[config.mk]
export PLATFORM = sky130hd
export DESIGN_NAME = switch_event_ctrl
export DESIGN_NICKNAME = d
export VERILOG_FILES = /design/src/rtl/switch_event_ctrl_pkg.sv /design/src/rtl/switch_event_ctrl_event_fifo.sv /design/src/rtl/switch_event_ctrl.sv
export SDC_FILE = /design/constraint.sdc
export NUM_CORES = 1
export LEC_CHECK = 0
export BUFFER_PORTS_ARGS = -buffer_cell sky130_fd_sc_hd__buf_2
export CAP_MARGIN = 20
export CORE_ASPECT_RATIO = 1.1
export CORE_MARGIN = 1
export CORE_UTILIZATION = 61
export CTS_BUF_LIST = sky130_fd_sc_hd__clkbuf_8
export DETAILED_ROUTE_END_ITERATION = 10
export GPL_TIMING_DRIVEN = 0
export PLACE_DENSITY = 0.85
export SYNTH_ARGS = -nofsm -noshare
export SYNTH_HDL_FRONTEND = slang
export SYNTH_SLANG_ARGS = --single-unit
[constraint.sdc]
create_clock -name clock -period 3.7 [get_ports clock]
set_clock_uncertainty 0.2 [all_clocks]
set_input_delay 0.74 -clock clock [delete_from_list [all_inputs] [get_ports clock]]
set_output_delay 0.74 -clock clock [all_outputs]
set_load 0.05 [all_outputs]
[src/rtl/switch_event_ctrl_pkg.sv]
`default_nettype none
// ============================================================================
//  Module      : switch_event_ctrl_pkg
//  Description : Shared definitions for the switch event controller: event
//                word field positions, read FSM encodings, mask reset value
//                and a helper that assembles the 32-bit event word.
//  Revision    : 1.0 - initial release
// ============================================================================
package switch_event_ctrl_pkg;

    // Event word field positions (CPU-visible layout)
    localparam int EV_VALID  = 31;
    localparam int EV_OVF    = 30;
    localparam int EV_CHG_HI = 15;
    localparam int EV_CHG_LO = 8;
    localparam int EV_ST_HI  = 7;
    localparam int EV_ST_LO  = 0;

    // Width of one queued event record: {changed[7:0], state[7:0]}
    localparam int EV_REC_W  = 16;

    // Every switch generates events out of reset
    localparam logic [7:0] MASK_RESET = 8'hFF;

    // Read handshake FSM encodings
    typedef enum logic [1:0] {
        ST_IDLE = 2'd0,
        ST_ACK  = 2'd1,
        ST_HOLD = 2'd2
    } rd_state_e;

    // Assemble the CPU-visible event word; unused bits 29:16 stay zero
    function automatic logic [31:0] pack_event(
        input logic                valid,
        input logic                ovf,
        input logic [EV_REC_W-1:0] rec
    );
        logic [31:0] word;
        word                       = '0;
        word[EV_VALID]             = valid;
        word[EV_OVF]               = ovf;
        word[EV_CHG_HI:EV_CHG_LO]  = rec[15:8];
        word[EV_ST_HI:EV_ST_LO]    = rec[7:0];
        return word;
    endfunction

endpackage
`default_nettype wire

[src/rtl/switch_event_ctrl_event_fifo.sv]
`default_nettype none
// ============================================================================
//  Module      : event_fifo
//  Description : Synchronous FIFO for switch event records. Push and pop in
//                the same cycle both take effect, including when full, where
//                the incoming record takes the slot being freed. A push while
//                full without a pop is dropped and flagged for one cycle.
//  Revision    : 1.0 - initial release
// ============================================================================
module event_fifo #(
    parameter int DW    = 16,
    parameter int DEPTH = 8,   // power of two, at least 2
    parameter int PTR_W = 3    // log2(DEPTH)
) (
    input  logic             clock,
    input  logic             reset,
    input  logic             push_i,
    input  logic             pop_i,
    input  logic [DW-1:0]    wdata_i,
    output logic [DW-1:0]    rdata_o,
    output logic             full_o,
    output logic             empty_o,
    output logic [PTR_W:0]   count_o,
    output logic             drop_o
);

    localparam logic [PTR_W:0]   FULL_COUNT = (PTR_W+1)'(DEPTH);
    localparam logic [PTR_W:0]   CNT_ONE    = (PTR_W+1)'(1);
    localparam logic [PTR_W-1:0] PTR_ONE    = PTR_W'(1);

    logic [DW-1:0]    mem_q [DEPTH];
    logic [PTR_W-1:0] wr_ptr_q, wr_ptr_d;
    logic [PTR_W-1:0] rd_ptr_q, rd_ptr_d;
    logic [PTR_W:0]   count_q,  count_d;

    logic do_pop;
    logic do_push;

    // A pop on an empty FIFO is ignored; a pop frees a slot for a push when full
    always_comb begin
        do_pop   = pop_i & ~empty_o;
        do_push  = push_i & (~full_o | do_pop);
        drop_o   = push_i & full_o & ~do_pop;
        wr_ptr_d = do_push ? (wr_ptr_q + PTR_ONE) : wr_ptr_q;
        rd_ptr_d = do_pop  ? (rd_ptr_q + PTR_ONE) : rd_ptr_q;
        count_d  = count_q;
        if (do_push && !do_pop) begin
            count_d = count_q + CNT_ONE;
        end else if (do_pop && !do_push) begin
            count_d = count_q - CNT_ONE;
        end
    end

    // Pointer and occupancy registers; pointers wrap naturally at DEPTH
    always_ff @(posedge clock) begin
        if (reset) begin
            wr_ptr_q <= '0;
            rd_ptr_q <= '0;
            count_q  <= '0;
        end else begin
            wr_ptr_q <= wr_ptr_d;
            rd_ptr_q <= rd_ptr_d;
            count_q  <= count_d;
        end
    end

    // Storage array; contents need no reset because occupancy guards reads
    always_ff @(posedge clock) begin
        if (do_push) begin
            mem_q[wr_ptr_q] <= wdata_i;
        end
    end

    // Status and head-of-queue outputs
    always_comb begin
        full_o  = (count_q == FULL_COUNT);
        empty_o = (count_q == '0);
        count_o = count_q;
        rdata_o = mem_q[rd_ptr_q];
    end

endmodule
`default_nettype wire

[src/rtl/switch_event_ctrl.sv]
`default_nettype none
// ============================================================================
//  Module      : switch_event_ctrl
//  Description : Detects changes on the debounced switch bank, queues one
//                record per changing cycle, raises a level interrupt while
//                records are pending and serves them to the CPU through a
//                read/ack handshake. Holds a per-switch event enable mask.
//  Revision    : 1.0 - initial release
// ============================================================================
module switch_event_ctrl
    import switch_event_ctrl_pkg::*;
#(
    parameter int WIDTH = 8,   // record layout assumes 8 switches
    parameter int DEPTH = 8,   // power of two, at least 2
    parameter int PTR_W = 3    // log2(DEPTH)
) (
    input  logic             clock,
    input  logic             reset,
    input  logic [WIDTH-1:0] switch_in,
    input  logic             mask_we,
    input  logic [WIDTH-1:0] mask_in,
    input  logic             irq_en,
    input  logic             read,
    output logic             ack,
    output logic [31:0]      data_out,
    output logic             irq,
    output logic [PTR_W:0]   pending
);

    rd_state_e state_q, state_d;

    logic [WIDTH-1:0] prev_q, prev_d;
    logic [WIDTH-1:0] mask_q, mask_d;
    logic             ovf_q,  ovf_d;
    logic             irq_q,  irq_d;

    logic [WIDTH-1:0]    changed;
    logic                ev_push;
    logic [EV_REC_W-1:0] ev_rec;
    logic                ev_pop;
    logic [EV_REC_W-1:0] head_rec;
    logic                fifo_full;
    logic                fifo_empty;
    logic                fifo_drop;
    logic [PTR_W:0]      fifo_count;
    logic                in_ack;

    // Change detection; masked-off changes are absorbed by prev, not deferred
    always_comb begin
        changed = (switch_in ^ prev_q) & mask_q;
        ev_push = |changed;
        ev_rec  = {changed, switch_in};
        prev_d  = switch_in;
        mask_d  = mask_we ? mask_in : mask_q;
    end

    // Previous switch levels and enable mask; new mask applies next cycle
    always_ff @(posedge clock) begin
        if (reset) begin
            prev_q <= '0;
            mask_q <= MASK_RESET;
        end else begin
            prev_q <= prev_d;
            mask_q <= mask_d;
        end
    end

    event_fifo #(
        .DW    (EV_REC_W),
        .DEPTH (DEPTH),
        .PTR_W (PTR_W)
    ) u_fifo (
        .clock   (clock),
        .reset   (reset),
        .push_i  (ev_push),
        .pop_i   (ev_pop),
        .wdata_i (ev_rec),
        .rdata_o (head_rec),
        .full_o  (fifo_full),
        .empty_o (fifo_empty),
        .count_o (fifo_count),
        .drop_o  (fifo_drop)
    );

    // Read FSM state register; reset aborts any handshake in progress
    always_ff @(posedge clock) begin
        if (reset) begin
            state_q <= ST_IDLE;
        end else begin
            state_q <= state_d;
        end
    end

    // Read FSM next state; HOLD waits for read to drop so each request pops once
    always_comb begin
        state_d = state_q;
        case (state_q)
            ST_IDLE: if (read) state_d = ST_ACK;
            ST_ACK:  state_d = ST_HOLD;
            ST_HOLD: if (!read) state_d = ST_IDLE;
            default: state_d = ST_IDLE;
        endcase
    end

    // Read FSM outputs; an empty read reports live switch levels with valid=0
    always_comb begin
        in_ack   = (state_q == ST_ACK);
        ack      = in_ack;
        ev_pop   = in_ack;
        data_out = '0;
        if (in_ack) begin
            if (fifo_empty) begin
                data_out = pack_event(1'b0, ovf_q, {8'h00, switch_in});
            end else begin
                data_out = pack_event(1'b1, ovf_q, head_rec);
            end
        end
    end

    // Sticky overflow clears once reported, unless a drop lands in that cycle;
    // interrupt follows occupancy one cycle later
    always_comb begin
        ovf_d = ovf_q;
        if (fifo_drop) begin
            ovf_d = 1'b1;
        end else if (in_ack) begin
            ovf_d = 1'b0;
        end
        irq_d = irq_en & ~fifo_empty;
    end

    // Overflow flag and registered interrupt
    always_ff @(posedge clock) begin
        if (reset) begin
            ovf_q <= 1'b0;
            irq_q <= 1'b0;
        end else begin
            ovf_q <= ovf_d;
            irq_q <= irq_d;
        end
    end

    // Status outputs
    always_comb begin
        irq     = irq_q;
        pending = fifo_count;
    end

endmodule
`default_nettype wire
==> impl_metrics.ini <==
[global_routing]
grt_first_pass_wirelength_mm = 19.5
antenna_found_initial = 0
grt_max_degree = 17
grt_pass1_vias = 3489
use_met1 = 0.326
grt_usage = 0.256
use_met2 = 0.425
grt-busiest-layer = met2
grt-ovfl-total = 0
met3_usage = 0.0649

[sta]
fin_crit_sh = 0.942
tns_ns = 0
rsz0062_at_grt = false
tightest_slew_ns = 0.883
setup_violations = 0
maxSlewHeadroom = 0.408
setup_ws_ns = 0.216
hold_viol = 0
max_freq_mhz = 287
min_period_ns = 3.48
drv_slew = 0

[clock_tree]
insertion_delay_ns = 0.45
cts_root_buf = clkbuf_8
cts_tree = yes
cts_resized = 0
cts_buffer_depth = 2
post-cts-setup-buffer-count = 0
cts_num_sinks = 161
cts_hold_buf = 0
clkTransAtPathRegs_ns = 0.08
h-tree-depth = 4
numCtsBuffers = 17

[finish]
fin_cells = 617
num-nets-final = 488
syn_to_final_growth_pct = 15.2
drive_above_1_share = 0.321
antenna_cells = 0
nFillCells = 626

[route]
wl_mm = 12.9
via_per_inst = 5.71
drc = 0
vias = 3523
drt_iter0_drc = 275
wl_per_cell_um = 20.9
drtPass1Iterations = 5
drtAntennaViolNets = 0

[worst_hold_path]
hold_path_class = reg2reg

[placed_design]
placed_cells = 585
dp_hpwl_mm = 8.69
portBuffers = 44
gp_congestion = 0.780
dp_slack_ns = 0.0976

[worst_setup_path]
crit_path_start_kind = register
worstPathArrival_ns = 2.54
critPathRequiredTime_ns = 2.76
crit_fanout = 10
setup.worst_path.end_class = output port
crit_type = reg2out

[floorplanning]
row_count = 39
core_region_area_um2 = 10400
initial_core_util = 0.627
die_h_um = 110
ios = 59
dieWidth_um = 101
dieArea_um2 = 11100

[logic_synthesis]
ys_ff_latch = 161
synth-edff-count = 128
async_flop_share = 0
netlist_area_um2 = 6510
ys_seq_area_frac = 0.692
yosysWarnings = 0
synth_cell_types = 43
synthFlopType = edfxtp_1
synth_cells = 377
syn_area_per_cell_um2 = 17.3

[pwr]
power_leakage_nw = 2.71
ir_drop_uv = 533
p_per_area_nw_per_um2 = 651

[run_status]
outcome = finished clean

[run]
drv_cap = 0
-- layout by cell type (no fill, tap or decap), drive strengths merged --
master and instances:
edfxtp 128, fa 1, conb 14, and3b 1
bufinv 3, inv 6, a21oi 7, nand4 1
clkinv 5, a41oi 1, a21o 1, nand2 5
or4 1, nand3b 1, nor2b 16, or3 1
a211oi 8, a31o 1, a211o 8, ha 5
nor2 32, nand2b 6, clkinvlp 2, xor2 10
mux2i 18, dfxtp 33, xnor2 3, and3 1
mux4 32, clkbuf 25, buf 78, and2 10
a22oi 5, o21ai 1, nor4b 1, nor3 3
-- cell usage after synthesis (2+ instances only) --
cell	instances	area (um2)
a211o_1	8	70.1
a211oi_1	8	60.1
a21oi_1	6	30.0
a22oi_1	5	37.5
and2_1	9	56.3
buf_1	4	15.0
buf_2	3	15.0
buf_4	17	128
buf_6	2	22.5
clkbuf_1	6	22.5
dfxtp_1	33	661
edfxtp_1	128	3840
ha_1	5	62.6
inv_1	2	7.51
mux2i_1	18	180
mux4_2	32	721
nand2_1	3	11.3
nand2b_1	6	37.5
nor2_1	32	120
nor2b_1	16	100
nor3_1	3	15.0
xnor2_1	2	17.5
xor2_1	9	78.8
-- metrics by stage --
stage / hold WS [ns] / util / total power [mW] / area [um2]
after CTS: 0.253 / 0.722 / 4.91 / 7500
final: 0.263 / 0.722 / 4.88 / 7500
after global routing: 0.279 / 0.722 / 5.08 / 7500
after global placement: 0.227 / 0.670 / 3.52 / 6960
after floorplan: 0.214 / - / 3.25 / 6560
after detailed placement: 0.242 / 0.683 / 3.64 / 7100
-- routing by layer --
layer  vias to the layer above  routed length (um)
li1                       1594                   -
met1                      1744                5010
met2                       158                6700
met3                        27                 877
met4                         0                 285
met5                         -                   0
-- where the power goes --
group | total, mW | switching [mW] | internal, mW
combinational | 1.23 | 0.772 | 0.459
clock | 1.29 | 0.603 | 0.691
sequential | 2.36 | 0.103 | 2.26
-- logic make-up (layout without fill, tap and decap cells) --
| family | Yosys count | count (layout) | synth area share |
|---|---|---|---|
| xor+xnor | 13 | 13 | 0.0198 |
| buf+inv | 35 | 119 | 0.0348 |
| fa+ha+maj | 6 | 6 | 0.0127 |
| flops | 161 | 161 | 0.692 |
| compound gates | 32 | 32 | 0.0375 |
| mux | 50 | 50 | 0.138 |
| other cells | 1 | 14 | 0.000576 |
| simple gates | 79 | 79 | 0.0647 |
-- registers in the layout, indices dropped and copies added, names as in the netlist, named ones only --
register / flops
ovf_q: 1
mask_q: 8
u_fifo.wr_ptr_q: 3
u_fifo.count_o: 4
prev_q: 8
state_q: 2
u_fifo.mem_q: 128
u_fifo.rd_ptr_q: 3
irq: 1
-- worst paths after layout --
kind / startpoint / endpoint / slack, ns / depth (start not counted)
hold / removal: state_q[1]$_SDFFE_PP0P_ / state_q[0]$_SDFFE_PP0P_ / 0.26 / 1
hold reg to reg: state_q[1]$_SDFFE_PP0P_ / state_q[0]$_SDFFE_PP0P_ / 0.26 / 1
setup / recovery: register / data_out[5] / 0.22 / 5
setup reg to reg: u_fifo.count_o[0]$_SDFFE_PP0P_ / u_fifo.count_o[3]$_SDFFE_PP0P_ / 0.50 / 13
-- area by class of cell --
type                    count  area (um2)  share of cell area
flip-flops and latches    161        4500               0.600
multi-input cells         194        1860               0.247
repair buffers             52         333              0.0444
clock buffers              19         262              0.0349
plain buffers              32         203              0.0270
well taps                 143         179              0.0238
clock inverters            13         144              0.0192
inverters                   3        23.8             0.00317
-- critical path: stages, from the launching register on --
cell	delay (ns)
dfxtp_1	0.45
buf_1	0.60
mux4_2	0.33
mux2i_1	0.08
a211oi_1	0.32
buf_2	0.32
No activity file was read; power rests on OpenSTA's default activity.
